`config.mk`:
```
export PLATFORM = sky130hd
export DESIGN_NAME = chan_sel_mux
export DESIGN_NICKNAME = d
export VERILOG_FILES = /design/src/rtl/chan_sel_mux_pkg.sv /design/src/rtl/chan_sel_mux_arb.sv /design/src/rtl/chan_sel_mux.sv
export SDC_FILE = /design/constraint.sdc
export NUM_CORES = 1
export LEC_CHECK = 0
export ABC_AREA = 1
export BUFFER_PORTS_ARGS = -buffer_cell sky130_fd_sc_hd__buf_2
export CAP_MARGIN = 20
export CELL_PAD_IN_SITES_DETAIL_PLACEMENT = 0
export CELL_PAD_IN_SITES_GLOBAL_PLACEMENT = 2
export CORE_ASPECT_RATIO = 0.9
export CORE_MARGIN = 4
export CORE_UTILIZATION = 18
export DETAILED_ROUTE_END_ITERATION = 7
export HOLD_SLACK_MARGIN = 0.05
export PLACE_DENSITY_LB_ADDON = 0.1
export SLEW_MARGIN = 20
export SYNTH_ARGS = -nofsm -noshare
export SYNTH_HDL_FRONTEND = slang
export SYNTH_SLANG_ARGS = --single-unit
export TNS_END_PERCENT = 10
```
`constraint.sdc`:
```
create_clock -name clk -period 1.2 [get_ports clk]
set_input_delay 0.18 -clock clk [delete_from_list [all_inputs] [get_ports clk]]
set_output_delay 0.18 -clock clk [all_outputs]
set_load 0.005 [all_outputs]
```
`src/rtl/chan_sel_mux_pkg.sv`:
```
// Shared constants and helpers for the channel selector.
// Optional round-robin arbitration is enabled by CHAN_SEL_MUX_RR_EN.
package chan_sel_pkg;

  localparam int DEF_WIDTH    = 8;
  localparam int DEF_CHANNELS = 3;

  function automatic int sel_w(input int n);
    return (n <= 2) ? 1 : $clog2(n);
  endfunction

  function automatic int next_idx(input int i, input int n);
    return (i + 1 >= n) ? 0 : i + 1;
  endfunction

endpackage

```
`src/rtl/chan_sel_mux_arb.sv`:
```
// Channel arbiter: fixed highest-index priority, or round-robin
// from pointer+1 when CHAN_SEL_MUX_RR_EN is defined.
module chan_sel_arb
  import chan_sel_pkg::*;
#(
  parameter int CHANNELS = DEF_CHANNELS,
  parameter int SELW     = sel_w(CHANNELS)
) (
  input  logic [CHANNELS-1:0] elig_i,
`ifdef CHAN_SEL_MUX_RR_EN
  input  logic [SELW-1:0]     ptr_i,
`endif
  output logic [CHANNELS-1:0] gnt_o,
  output logic [SELW-1:0]     idx_o,
  output logic                any_o
);

`ifdef CHAN_SEL_MUX_RR_EN
  always_comb begin
    logic [SELW-1:0] c;
    gnt_o = '0;
    idx_o = '0;
    any_o = 1'b0;
    c     = ptr_i;
    for (int k = 0; k < CHANNELS; k++) begin
      c = SELW'(next_idx(int'(c), CHANNELS));
      if (!any_o && elig_i[c]) begin
        gnt_o[c] = 1'b1;
        idx_o    = c;
        any_o    = 1'b1;
      end
    end
  end
`else
  // Later (higher) indices overwrite earlier ones.
  always_comb begin
    gnt_o = '0;
    idx_o = '0;
    any_o = 1'b0;
    for (int i = 0; i < CHANNELS; i++) begin
      if (elig_i[i]) begin
        gnt_o    = '0;
        gnt_o[i] = 1'b1;
        idx_o    = SELW'(i);
        any_o    = 1'b1;
      end
    end
  end
`endif

endmodule

```
`src/rtl/chan_sel_mux.sv`:
```
// Registered N-channel valid/ready selector with forced-select mode.
// Define CHAN_SEL_MUX_RR_EN for round-robin, else fixed priority.
module chan_sel_mux
  import chan_sel_pkg::*;
#(
  parameter int WIDTH    = DEF_WIDTH,
  parameter int CHANNELS = DEF_CHANNELS,
  parameter int SELW     = sel_w(CHANNELS)
) (
  input  logic                      clk,
  input  logic                      rst,
  input  logic [CHANNELS*WIDTH-1:0] in_data,
  input  logic [CHANNELS-1:0]       in_valid,
  output logic [CHANNELS-1:0]       in_ready,
  input  logic                      force_en,
  input  logic [SELW-1:0]           force_sel,
  output logic [WIDTH-1:0]          out_data,
  output logic [SELW-1:0]           out_sel,
  output logic                      out_valid,
  input  logic                      out_ready
);

  logic [WIDTH-1:0]    data_q, data_d;
  logic [SELW-1:0]     sel_q, sel_d;
  logic                valid_q, valid_d;
  logic [CHANNELS-1:0] elig, gnt;
  logic [SELW-1:0]     gnt_idx;
  logic                any, load, xfer;
  logic [WIDTH-1:0]    word;

  // Out-of-range force_sel matches no index, so nothing is eligible.
  always_comb begin
    for (int i = 0; i < CHANNELS; i++) begin
      elig[i] = in_valid[i] &
        (!force_en || force_sel == SELW'(i));
    end
  end

`ifdef CHAN_SEL_MUX_RR_EN
  logic [SELW-1:0] ptr_q, ptr_d;

  chan_sel_arb #(
    .CHANNELS(CHANNELS),
    .SELW    (SELW)
  ) u_arb (
    .elig_i(elig),
    .ptr_i (ptr_q),
    .gnt_o (gnt),
    .idx_o (gnt_idx),
    .any_o (any)
  );

  always_comb begin
    ptr_d = ptr_q;
    if (xfer) ptr_d = gnt_idx;
  end

  always_ff @(posedge clk) begin
    if (rst) ptr_q <= SELW'(CHANNELS - 1);
    else     ptr_q <= ptr_d;
  end
`else
  chan_sel_arb #(
    .CHANNELS(CHANNELS),
    .SELW    (SELW)
  ) u_arb (
    .elig_i(elig),
    .gnt_o (gnt),
    .idx_o (gnt_idx),
    .any_o (any)
  );
`endif

  assign load     = !valid_q || out_ready;
  assign in_ready = (load && !rst) ? gnt : '0;
  assign xfer     = any && load && !rst;

  always_comb begin
    word = '0;
    for (int i = 0; i < CHANNELS; i++) begin
      if (gnt[i]) word = word | in_data[i*WIDTH +: WIDTH];
    end
  end

  always_comb begin
    valid_d = valid_q;
    data_d  = data_q;
    sel_d   = sel_q;
    if (xfer) begin
      valid_d = 1'b1;
      data_d  = word;
      sel_d   = gnt_idx;
    end else if (out_ready) begin
      valid_d = 1'b0;
    end
  end

  always_ff @(posedge clk) begin
    if (rst) begin
      valid_q <= 1'b0;
      data_q  <= '0;
      sel_q   <= '0;
    end else begin
      valid_q <= valid_d;
      data_q  <= data_d;
      sel_q   <= sel_d;
    end
  end

  assign out_data  = data_q;
  assign out_sel   = sel_q;
  assign out_valid = valid_q;

endmodule

```
==> results of run 1 <==
cells in the final DEF, fill, tap and decap left out, drive strengths merged:
cell type   n
a21boi      4
inv        11
nand2      53
dfxtp      11
nand3      15
nor2       10
a21oi       5
buf        61
o21ai       1
clkinv      2
clkbuf      4
nor4        1
worst reg2reg max path, cell delays in order (launching register included):
cell and delay [ns]:
dfxtp_2 0.32, inv_2 0.06, nor2_4 0.04, nor2_4 0.18
nand2_2 0.21, inv_1 0.18, nand2_1 0.08, nand2_1 0.05
worst max path at each step:
stage,slack [ns],startpoint,end,cells after the start
after global placement,-0.14,out_valid,out_data[6],7
after detailed placement,-0.16,out_valid,out_data[6],7
after floorplan,0.05,out_valid,out_data[0],7
final,-0.05,out_valid,in_ready[1],6
after CTS,-0.16,out_valid,in_ready[0],5
after global routing,-0.11,out_valid,in_ready[2],6
per-stage QoR:
stage | worst slack (ns) | cell area, um^2
finish | -0.04531 | 1244
global route | -0.1082 | 1244
CTS | -0.1553 | 1180
detailed placement | -0.1592 | 1105
global placement | -0.1363 | 1105
floorplan | 0.04635 | 744.5
kinds of logic (layout without fill, tap and decap cells):
logic type,count (synthesis),after routing,share of synthesized area [%]
simple gates,79,79,50.25
flops,11,11,29.58
buf+inv,15,78,9.580
compound gates,10,10,10.59
repair_timing:
item                       CTS  global route
pin swaps                    1             6
resized for setup            8             9
hold endpoints to repair     0             0
buffers inserted             0             4
setup endpoints to repair   13            13
sequential cells by signal, summed over array words and instances, names as in the netlist:
| register | flops |
|---|---|
| out_valid | 1 |
| out_data | 8 |
| out_sel | 2 |
power groups by stage:
stage	Combinational [uW]	Sequential [uW]	Clock, uW
finish	390	428	381
global route	438	435	412
CTS	370	430	395
detailed placement	355	437	0
global placement	357	435	0
floorplan	180	438	0
metal layers:
metal / up-vias / global-route usage, % / share of wire [%]
li1: 487 / - / -
met1: 391 / 14.27 / 49
met2: 34 / 14.16 / 41
met3: 4 / 1.744 / 8.1
met4: 0 / 4.660 / 1.8
met5: - / 0 / 0
final cells by class:
type	count	area [um^2]	area share, %
well taps	46	57.56	4.628
repair buffers	61	365.4	29.38
clock buffers	4	45.04	3.622
multi-input cells	89	505.5	40.64
inverters	13	48.80	3.924
flip-flops and latches	11	221.5	17.81
==> results.sh, run 1 <==
export IMPL_reg2reg_depth=7
export IMPL_path_clk_slew_ns=0.05
export IMPL_grt_use_total_pct=9.980
export IMPL_dr_pass1_iters=4
export IMPL_startpoint_type="flop"
export IMPL_insertion_delay_ns=0.24
export IMPL_p_per_area_nw_per_um2=964.5
export IMPL_grt_pass1_vias=899
export IMPL_synth_edf_count=0
export IMPL_vias=916
export IMPL_rsz0062_at_grt="true"
export IMPL_route_detailed_drc=0
export IMPL_min_path_cells=3
export IMPL_fin_crit_sh_pct=103.8
export IMPL_synth_most_common_cell="nand2_1"
export IMPL_yosysWarnings=0
export IMPL_ant_nets=0
export IMPL_dp_hpwl_mm=2.089
export IMPL_async_flop_share_pct=0
export IMPL_drt_iter0_drc=31
export IMPL_combPwrFrac_pct=32.5
export IMPL_synthTopCellsByCount="48 x nand2_1, 14 x nand3_1, 11 x dfxtp_1, 10 x inv_1"
export IMPL_rr_startpoint="out_valid"
export IMPL_netSwitchingPower_uw=371.4
export IMPL_htreeDepth=1
export IMPL_setup_viol=3
export IMPL_fillCellCount=439
export IMPL_placedCellCount=216
export IMPL_timing_rr_end="out_data[6]"
export IMPL_core_area_um2=3862
export IMPL_slew_headroom_pct=82.03
export IMPL_ys_seq_area_share_pct=29.58
export IMPL_yosys_area_top_type="dfxtp_1"
export IMPL_rows=21
export IMPL_layout_cells_non_filler=224
export IMPL_synth_seq_cells=11
export IMPL_end_kind="output port"
export IMPL_arrival_ns=1.07
export IMPL_synth_area_um2=744.5
export IMPL_grt_max_degree=12
export IMPL_cp_required_ns=1.02
export IMPL_wl_per_cell_um=11.42
export IMPL_worst_pin_slew_ns=0.2686
export IMPL_p_total_uw=1200
export IMPL_holdPathEnd="out_data[5]"
export IMPL_cellInternalPower_uw=828.1
export IMPL_viasPerCell=4.089
export IMPL_cp_common_cell="nor2_4"
export IMPL_maxCapViolations=0
export IMPL_ctsRootBufferMaster="clkbuf_8"
export IMPL_crit_family="flip-flops"
export IMPL_syn_inst=115
export IMPL_final_core_util_pct=32.20
export IMPL_ir_drop_mv=0.4015
export IMPL_syn_num_nets=148
export IMPL_r2r_slack_ns=0.02
export IMPL_synth_area_top_cells="dfxtp_1 30%, nand2_1 24%, nand3_1 9.4%, a21oi_2 5.9%, inv_1 5.0%"
export IMPL_ys_flop_type="dfxtp_1"
export IMPL_cts_hold_buffers_added=0
export IMPL_syn2layout_area_growth_pct=67.06
export IMPL_wl_mm=2.557
export IMPL_yosys_area_top_type_share_pct=29.58
export IMPL_clock_sinks=11
export IMPL_crit_path_max_incr_delay_ns=0.32
export IMPL_crit_slowest_cell="dfxtp_2"
export IMPL_initial_core_util_pct=19.27
export IMPL_worstPathMaxFanout=6
export IMPL_slew_viol_final=0
export IMPL_crit_buf_inv=3
export IMPL_yosysUniqueCellTypes=17
export IMPL_clock_path_buffers=2
export IMPL_switching_share_pct=30.96
export IMPL_die_area_um2=5230
export IMPL_grt_pass1_wl_mm=4.022
export IMPL_p_seq_share_pct=35.7
export IMPL_fin_crit_ns=1.245
export IMPL_hold_worst_slack_ns=0.2060
export IMPL_die_h_um=69.01
export IMPL_clkPwrFrac_pct=31.8
export IMPL_fin_nets=212
export IMPL_antenna_found_initial=0
export IMPL_max_freq_mhz=803.0
export IMPL_skew_ns=0.003953
export IMPL_leakage_uw=0.0007015
export IMPL_violations="negative setup slack"
export IMPL_port_buffers=46
export IMPL_cts_tree="done"
export IMPL_diodes=0
export IMPL_place_congestion=0.7720
export IMPL_overflow=0
export IMPL_fin_ws_ns=-0.04531
export IMPL_hold_viol=0
export IMPL_setup_tns_ns=-0.09376
export IMPL_critPathKind="flop to output port"
export IMPL_syn_area_per_cell_um2=6.474
export IMPL_cts_buffers=3
export IMPL_hp_class="primary input to flop"
export IMPL_drive_gt1_share_pct=51.12
export IMPL_status="finished, violations left"
export IMPL_worstHoldStart="in_data[5]"
export IMPL_io_pins=47
export IMPL_critical_path_cell_chain="inv_2 -> nor2_4 -> nor2_4 -> nand2_2 -> inv_1 -> buf_2"
export IMPL_chipWidth_um=75.79
Note: power is estimated with default switching activity, not from simulation.
==> run 2, diff against run 1 <==
Settings changed: CORE_UTILIZATION 18 to 16, SYNTH_HIERARCHICAL set to 1.
==> run 2 against run 1 <==
The run now ends clean. Clock power decreased by 1%. Clock skew decreased by 0.0013 ns. Combinational power increased by 1%. Sequential power decreased by 3%. Critical path type unchanged. Critical path depth decreased by 2. Wire length decreased by 6.6%. Highest routed layer unchanged. Count of clock-buffer cells in the layout unchanged. Die area increased by 7.7%. Non-clock buffer count increased by 3.
==> results.sh, run 2 <==
export IMPL_slew_viol_final=0
export IMPL_arrival_ns=0.97
export IMPL_die_h_um=71.62
export IMPL_ant_nets=0
export IMPL_post_place_ws_ns=-0.2334
export IMPL_wl_per_cell_um=9.783
export IMPL_switching_share_pct=29.30
export IMPL_route_detailed_drc=0
export IMPL_drt_iter0_drc=17
export IMPL_rows=22
export IMPL_finalInstanceArea_um2=1274
export IMPL_combPwrFrac_pct=33.3
export IMPL_fin_crit_ns=1.146
export IMPL_synth_area_um2=719.4
export IMPL_status="finished clean"
export IMPL_hp_class="primary input to flop"
export IMPL_critPathKind="flop to output port"
export IMPL_netSwitchingPower_uw=346.9
export IMPL_synth_compound_area_share_pct=5.217
export IMPL_hold_viol=0
export IMPL_fin_nets=218
export IMPL_yosysUniqueCellTypes=15
export IMPL_viasPerCell=3.574
export IMPL_p_per_area_nw_per_um2=929.4
export IMPL_port_buffers=46
export IMPL_timing_rr_end="out_data[0]"
export IMPL_syn_inst=125
export IMPL_wl_mm=2.387
export IMPL_grt_pass1_wl_mm=3.795
export IMPL_leakage_uw=0.0006853
export IMPL_vias=872
export IMPL_fin_crit_sh_pct=95.51
export IMPL_synth_top_family_by_area="simple AND/OR/NAND/NOR gates"
export IMPL_layout_common_cells="45 x buf_2, 38 x nand2_1, 12 x inv_1, 12 x nor2_1"
export IMPL_overflow=0
export IMPL_placedCellCount=233
export IMPL_synth_seq_cells=11
export IMPL_ctsRootBufferMaster="clkbuf_8"
export IMPL_synth_mux_area_share_pct=0
export IMPL_p_seq_share_pct=35.0
export IMPL_crit_buf_inv=1
export IMPL_min_path_cells=2
export IMPL_yosysWarnings=6
export IMPL_antenna_found_initial=0
export IMPL_dp_hpwl_mm=1.861
export IMPL_cp_common_cell="nand2_2"
export IMPL_crit_start="out_valid"
export IMPL_end_kind="output port"
export IMPL_ys_flop_type="dfxtp_1"
export IMPL_synthTopCellsByCount="45 x nand2_1, 21 x nor2_1, 17 x inv_1, 11 x dfxtp_1, 10 x nand3_1"
export IMPL_critical_path_cell_chain="nand2_2 -> nand2_2 -> nor2_1 -> buf_2"
export IMPL_crit_family="flip-flops"
export IMPL_synth_most_common_cell="nand2_1"
export IMPL_path_clk_slew_ns=0.05
export IMPL_chipWidth_um=78.69
export IMPL_crit_slowest_cell="dfxtp_1"
export IMPL_r2r_slack_ns=0.24
export IMPL_worstPathMaxFanout=3
export IMPL_die_area_um2=5635
export IMPL_max_freq_mhz=872.5
export IMPL_maxCapViolations=0
export IMPL_setup_viol=0
export IMPL_drive_gt1_share_pct=52.72
export IMPL_htreeDepth=1
export IMPL_dr_pass1_iters=4
export IMPL_reg2reg_depth=5
export IMPL_grt_use_total_pct=8.647
export IMPL_layout_cells_non_filler=244
export IMPL_core_area_um2=4212
export IMPL_syn2layout_area_growth_pct=77.04
export IMPL_worst_pin_slew_ns=0.1898
export IMPL_worstHoldStart="rst"
export IMPL_skew_ns=0.002614
export IMPL_yosys_area_top_type="dfxtp_1"
export IMPL_crit_path_max_incr_delay_ns=0.31
export IMPL_largest_register_ffs=8
export IMPL_hold_worst_slack_ns=0.1208
export IMPL_clkPwrFrac_pct=31.8
export IMPL_ir_drop_mv=0.2473
export IMPL_slew_headroom_pct=87.33
export IMPL_synth_xor_xnor_area_share_pct=0
export IMPL_dpl_cell_area_um2=1044
export IMPL_grt_max_degree=13
export IMPL_rr_startpoint="out_valid"
export IMPL_holdPathEnd="out_valid"
export IMPL_synth_edf_count=0
export IMPL_diodes=0
export IMPL_clock_path_buffers=2
export IMPL_fin_ws_ns=0.05382
export IMPL_layout_commonest_cell="buf_2"
export IMPL_synthSimpleGateAreaFrac_pct=45.39
export IMPL_ys_seq_area_share_pct=30.61
export IMPL_async_flop_share_pct=0
export IMPL_rsz0062_at_grt="true"
export IMPL_cts_tree="done"
export IMPL_synth_adder_area_share_pct=0
export IMPL_setup_tns_ns=0
export IMPL_syn_area_per_cell_um2=5.756
export IMPL_cellInternalPower_uw=836.9
export IMPL_grt_pass1_vias=874
export IMPL_io_pins=47
export IMPL_insertion_delay_ns=0.24
export IMPL_yosys_area_top_type_share_pct=30.61
export IMPL_place_congestion=0.6899
export IMPL_cts_buffers=3
export IMPL_startpoint_type="flop"
export IMPL_synth_area_top_cells="dfxtp_1 31%, nand2_1 23%, nor2_1 11%, inv_1 8.9%, nand3_1 7.0%"
export IMPL_syn_num_nets=158
export IMPL_initial_core_util_pct=17.08
export IMPL_clock_sinks=11
export IMPL_cp_required_ns=1.02
-- run 2: cell types whose count changed after synthesis, sizes merged, moves of 4 or more --
cell   change
nor2      +12
inv        +8
buf        +7
nand2      -6
a21oi      -4
nand3      -4
-- run 2: logic make-up (layout without fill, tap and decap cells) --
logic type             Yosys count  in the layout
AO/OA/AOI/OAI                    6              6
flip-flops                      11             11
buffers and inverters           28             87
AND/OR/NAND/NOR                 80             80
-- run 2: cell type report --
class,count,area [um^2]
well taps,60,75.07
inverters,19,76.32
clock buffers,4,45.04
fillers,494,2938
repair buffers,64,419.2
multi-input cells,86,437.9
flip-flops and latches,11,220.2
-- run 2: timing repair --
action,CTS,global route
gates cloned,0,2
pin swaps,7,11
hold buffers,0,0
setup buffers,5,3
setup endpoints to repair,3,13
resized for setup,16,26
endpoints found under the hold margin,0,0
-- run 2: per-layer routing --
| metal | part of all wire, % | track usage (%) | up-vias |
|---|---|---|---|
| met1 | 50 | 11.56 | 343 |
| met5 | 0 | 0 | - |
| met2 | 39 | 12.54 | 38 |
| met3 | 8.6 | 2.764 | 5 |
| li1 | - | - | 486 |
| met4 | 2.2 | 4.078 | 0 |
-- run 2: power groups by stage --
stage	Clock [uW]	Sequential [uW]	Combinational (uW)
finish	376	414	394
global route	407	419	449
CTS	391	415	339
detailed placement	0	423	305
global placement	0	422	303
floorplan	0	426	165
-- run 2: how the worst max path moves through the flow --
stage                     slack [ns]  depth (start not counted)          end
after floorplan                0.006                          7  in_ready[2]
final                           0.05                          4  in_ready[0]
after detailed placement       -0.23                         11  out_data[2]
after CTS                      -0.03                         11  in_ready[0]
after global routing          -0.005                          9  in_ready[0]
after global placement         -0.22                         11  out_data[1]
-- run 2: stage by stage --
stage	power [uW]	util, %
finish	1184	30.24
global route	1275	30.24
CTS	1146	27.75
global placement	724.9	24.78
floorplan	591.3	-
detailed placement	727.6	24.78
==> run 3, diff against run 2 <==
==> constraint.sdc (replaced) <==
create_clock -name clk -period 1.2 [get_ports clk]
set_input_delay 0.06 -clock clk [delete_from_list [all_inputs] [get_ports clk]]
set_output_delay 0.06 -clock clk [all_outputs]
set_load 0.005 [all_outputs]
==> run 3 against run 2 <==
Largest power group unchanged. Sequential power about the same. Utilization is 4.2 points lower. Global-route usage about the same. Hold slack improved by 0.023 ns. Via count down 3.8%. Setup slack improved by 0.038 ns. Count of clock-buffer cells in the layout fell by 1. Design area shrank 14%. Wire length down 3.4%.
==> results.sh, run 3 (synthesized netlist as in run 2, its figures left out) <==
export IMPL_status="finished clean"
export IMPL_ir_drop_mv=0.3428
export IMPL_drt_met1_wl_mm=1.093
export IMPL_fin_crit_sh_pct=92.36
export IMPL_max_freq_mhz=902.3
export IMPL_leakage_uw=0.0006275
export IMPL_die_h_um=71.62
export IMPL_chipWidth_um=78.69
export IMPL_grt_max_degree=14
export IMPL_syn2layout_area_growth_pct=52.17
export IMPL_path_clk_slew_ns=0.05
export IMPL_met2_length_mm=1.005
export IMPL_initial_core_util_pct=17.08
export IMPL_dpl_cell_area_um2=1028
export IMPL_hp_class="primary input to flop"
export IMPL_drive_gt1_share_pct=38.64
export IMPL_ant_nets=0
export IMPL_hold_viol=0
export IMPL_htreeDepth=1
export IMPL_holdPathEnd="out_valid"
export IMPL_overflow=0
export IMPL_layout_commonest_cell="buf_2"
export IMPL_wl_mm=2.305
export IMPL_worst_pin_slew_ns=0.2334
export IMPL_skew_ns=0.009232
export IMPL_diodes=0
export IMPL_clock_path_buffers=2
export IMPL_place_congestion=0.7374
export IMPL_slew_headroom_pct=84.42
export IMPL_cts_tree="done"
export IMPL_route_detailed_drc=0
export IMPL_cts_buffers=3
export IMPL_grt_pass1_vias=827
export IMPL_p_per_area_nw_per_um2=999.9
export IMPL_dr_pass1_iters=4
export IMPL_min_path_cells=4
export IMPL_antenna_found_initial=0
export IMPL_die_area_um2=5635
export IMPL_finalInstanceArea_um2=1095
export IMPL_viasPerCell=3.555
export IMPL_worstPathMaxFanout=5
export IMPL_wl_met3_um=177
export IMPL_r2r_slack_ns=0.26
export IMPL_drt_iter0_drc=21
export IMPL_setup_viol=0
export IMPL_end_kind="output port"
export IMPL_grt_pass1_wl_mm=3.829
export IMPL_grt_use_total_pct=8.677
export IMPL_startpoint_type="primary input"
export IMPL_insertion_delay_ns=0.24
export IMPL_ctsRootBufferMaster="clkbuf_8"
export IMPL_arrival_ns=1.05
export IMPL_setup_tns_ns=0
export IMPL_fin_crit_ns=1.108
export IMPL_rsz0062_at_grt="false"
export IMPL_layout_common_cells="46 x buf_2, 45 x nand2_1, 20 x nor2_1"
export IMPL_core_area_um2=4212
export IMPL_wl_per_cell_um=9.767
export IMPL_top_layer="met4"
export IMPL_timing_rr_end="out_data[5]"
export IMPL_dp_hpwl_mm=1.897
export IMPL_worstHoldStart="out_ready"
export IMPL_cp_required_ns=1.14
export IMPL_port_buffers=46
export IMPL_clock_sinks=11
export IMPL_critPathKind="primary input to output port"
export IMPL_slew_viol_final=0
export IMPL_rows=22
export IMPL_rr_startpoint="out_valid"
export IMPL_reg2reg_depth=6
export IMPL_vias=839
export IMPL_io_pins=47
export IMPL_fin_nets=210
export IMPL_maxCapViolations=0
export IMPL_largest_register_ffs=8
-- run 3: changes by cell type in the layout (fill, tap and decap cells not counted), sizes merged --
cell / change
clkinv: +1
buf: -8
clkbuf: -2
dlygate4sd3: +1
-- run 3: metal layers --
| layer | global-route usage (%) | vias to the layer above |
|---|---|---|
| met4 | 2.913 | 0 |
| li1 | - | 470 |
| met5 | 0 | - |
| met3 | 2.764 | 2 |
| met1 | 11.13 | 337 |
| met2 | 13.76 | 30 |
-- run 3: worst max path at each step --
stage / start / endpoint / cells past startpoint
finish: force_sel[0] / in_ready[0] / 10
global route: force_sel[0] / in_ready[0] / 10
CTS: force_sel[1] / in_ready[1] / 10
detailed placement: force_sel[0] / out_data[2] / 10
global placement: force_sel[0] / out_data[2] / 10
floorplan: force_sel[0] / out_data[6] / 9
-- run 3: final cells by class --
class                           instances  area [um^2]
Clock buffer                            3        41.29
Sequential cell                        11        220.2
Tap cell                               60        75.07
Timing Repair Buffer                   56        307.8
Inverter                               19        71.32
Clock inverter                          1        5.005
Fill cell                             490         3117
Multi-Input combinational cell         86        374.1
-- run 3: timing repair --
| item | CTS | global route |
|---|---|---|
| gates resized for setup | 2 | 3 |
| hold endpoints to repair | 1 | 0 |
| buffers inserted | 0 | 0 |
| hold buffers | 1 | 0 |
| setup endpoints to repair | 2 | 2 |
| gates cloned | 0 | 0 |
-- run 3: power breakdown --
group / switching [uW] / internal, uW / leakage (uW) / total [uW]
combinational: 154 / 145 / 0.000511 / 300
clock: 151 / 228 / 0.0000255 / 380
sequential: 16.1 / 399 / 0.0000908 / 415
-- run 3: metrics by stage --
step	hold WS (ns)	util, %	setup WS (ns)	total power [uW]	cells
after floorplan	0.1291	-	0.01986	591.0	125
after global placement	0.2440	24.42	-0.07040	720.3	231
after detailed placement	0.2553	24.42	-0.06457	721.8	231
after CTS	0.1333	25.76	0.03127	1125	236
after global routing	0.1761	26.00	0.004344	1187	236
final	0.1439	26.00	0.09167	1095	236
-- run 3: critical path, stage by stage --
cell	delay, ns
buf_2	0.11
inv_1	0.06
nand2_1	0.06
a21boi_2	0.16
nand2_2	0.07
nor2_2	0.10
buf_4	0.16
inv_1	0.04
nor2_1	0.10
buf_2	0.12
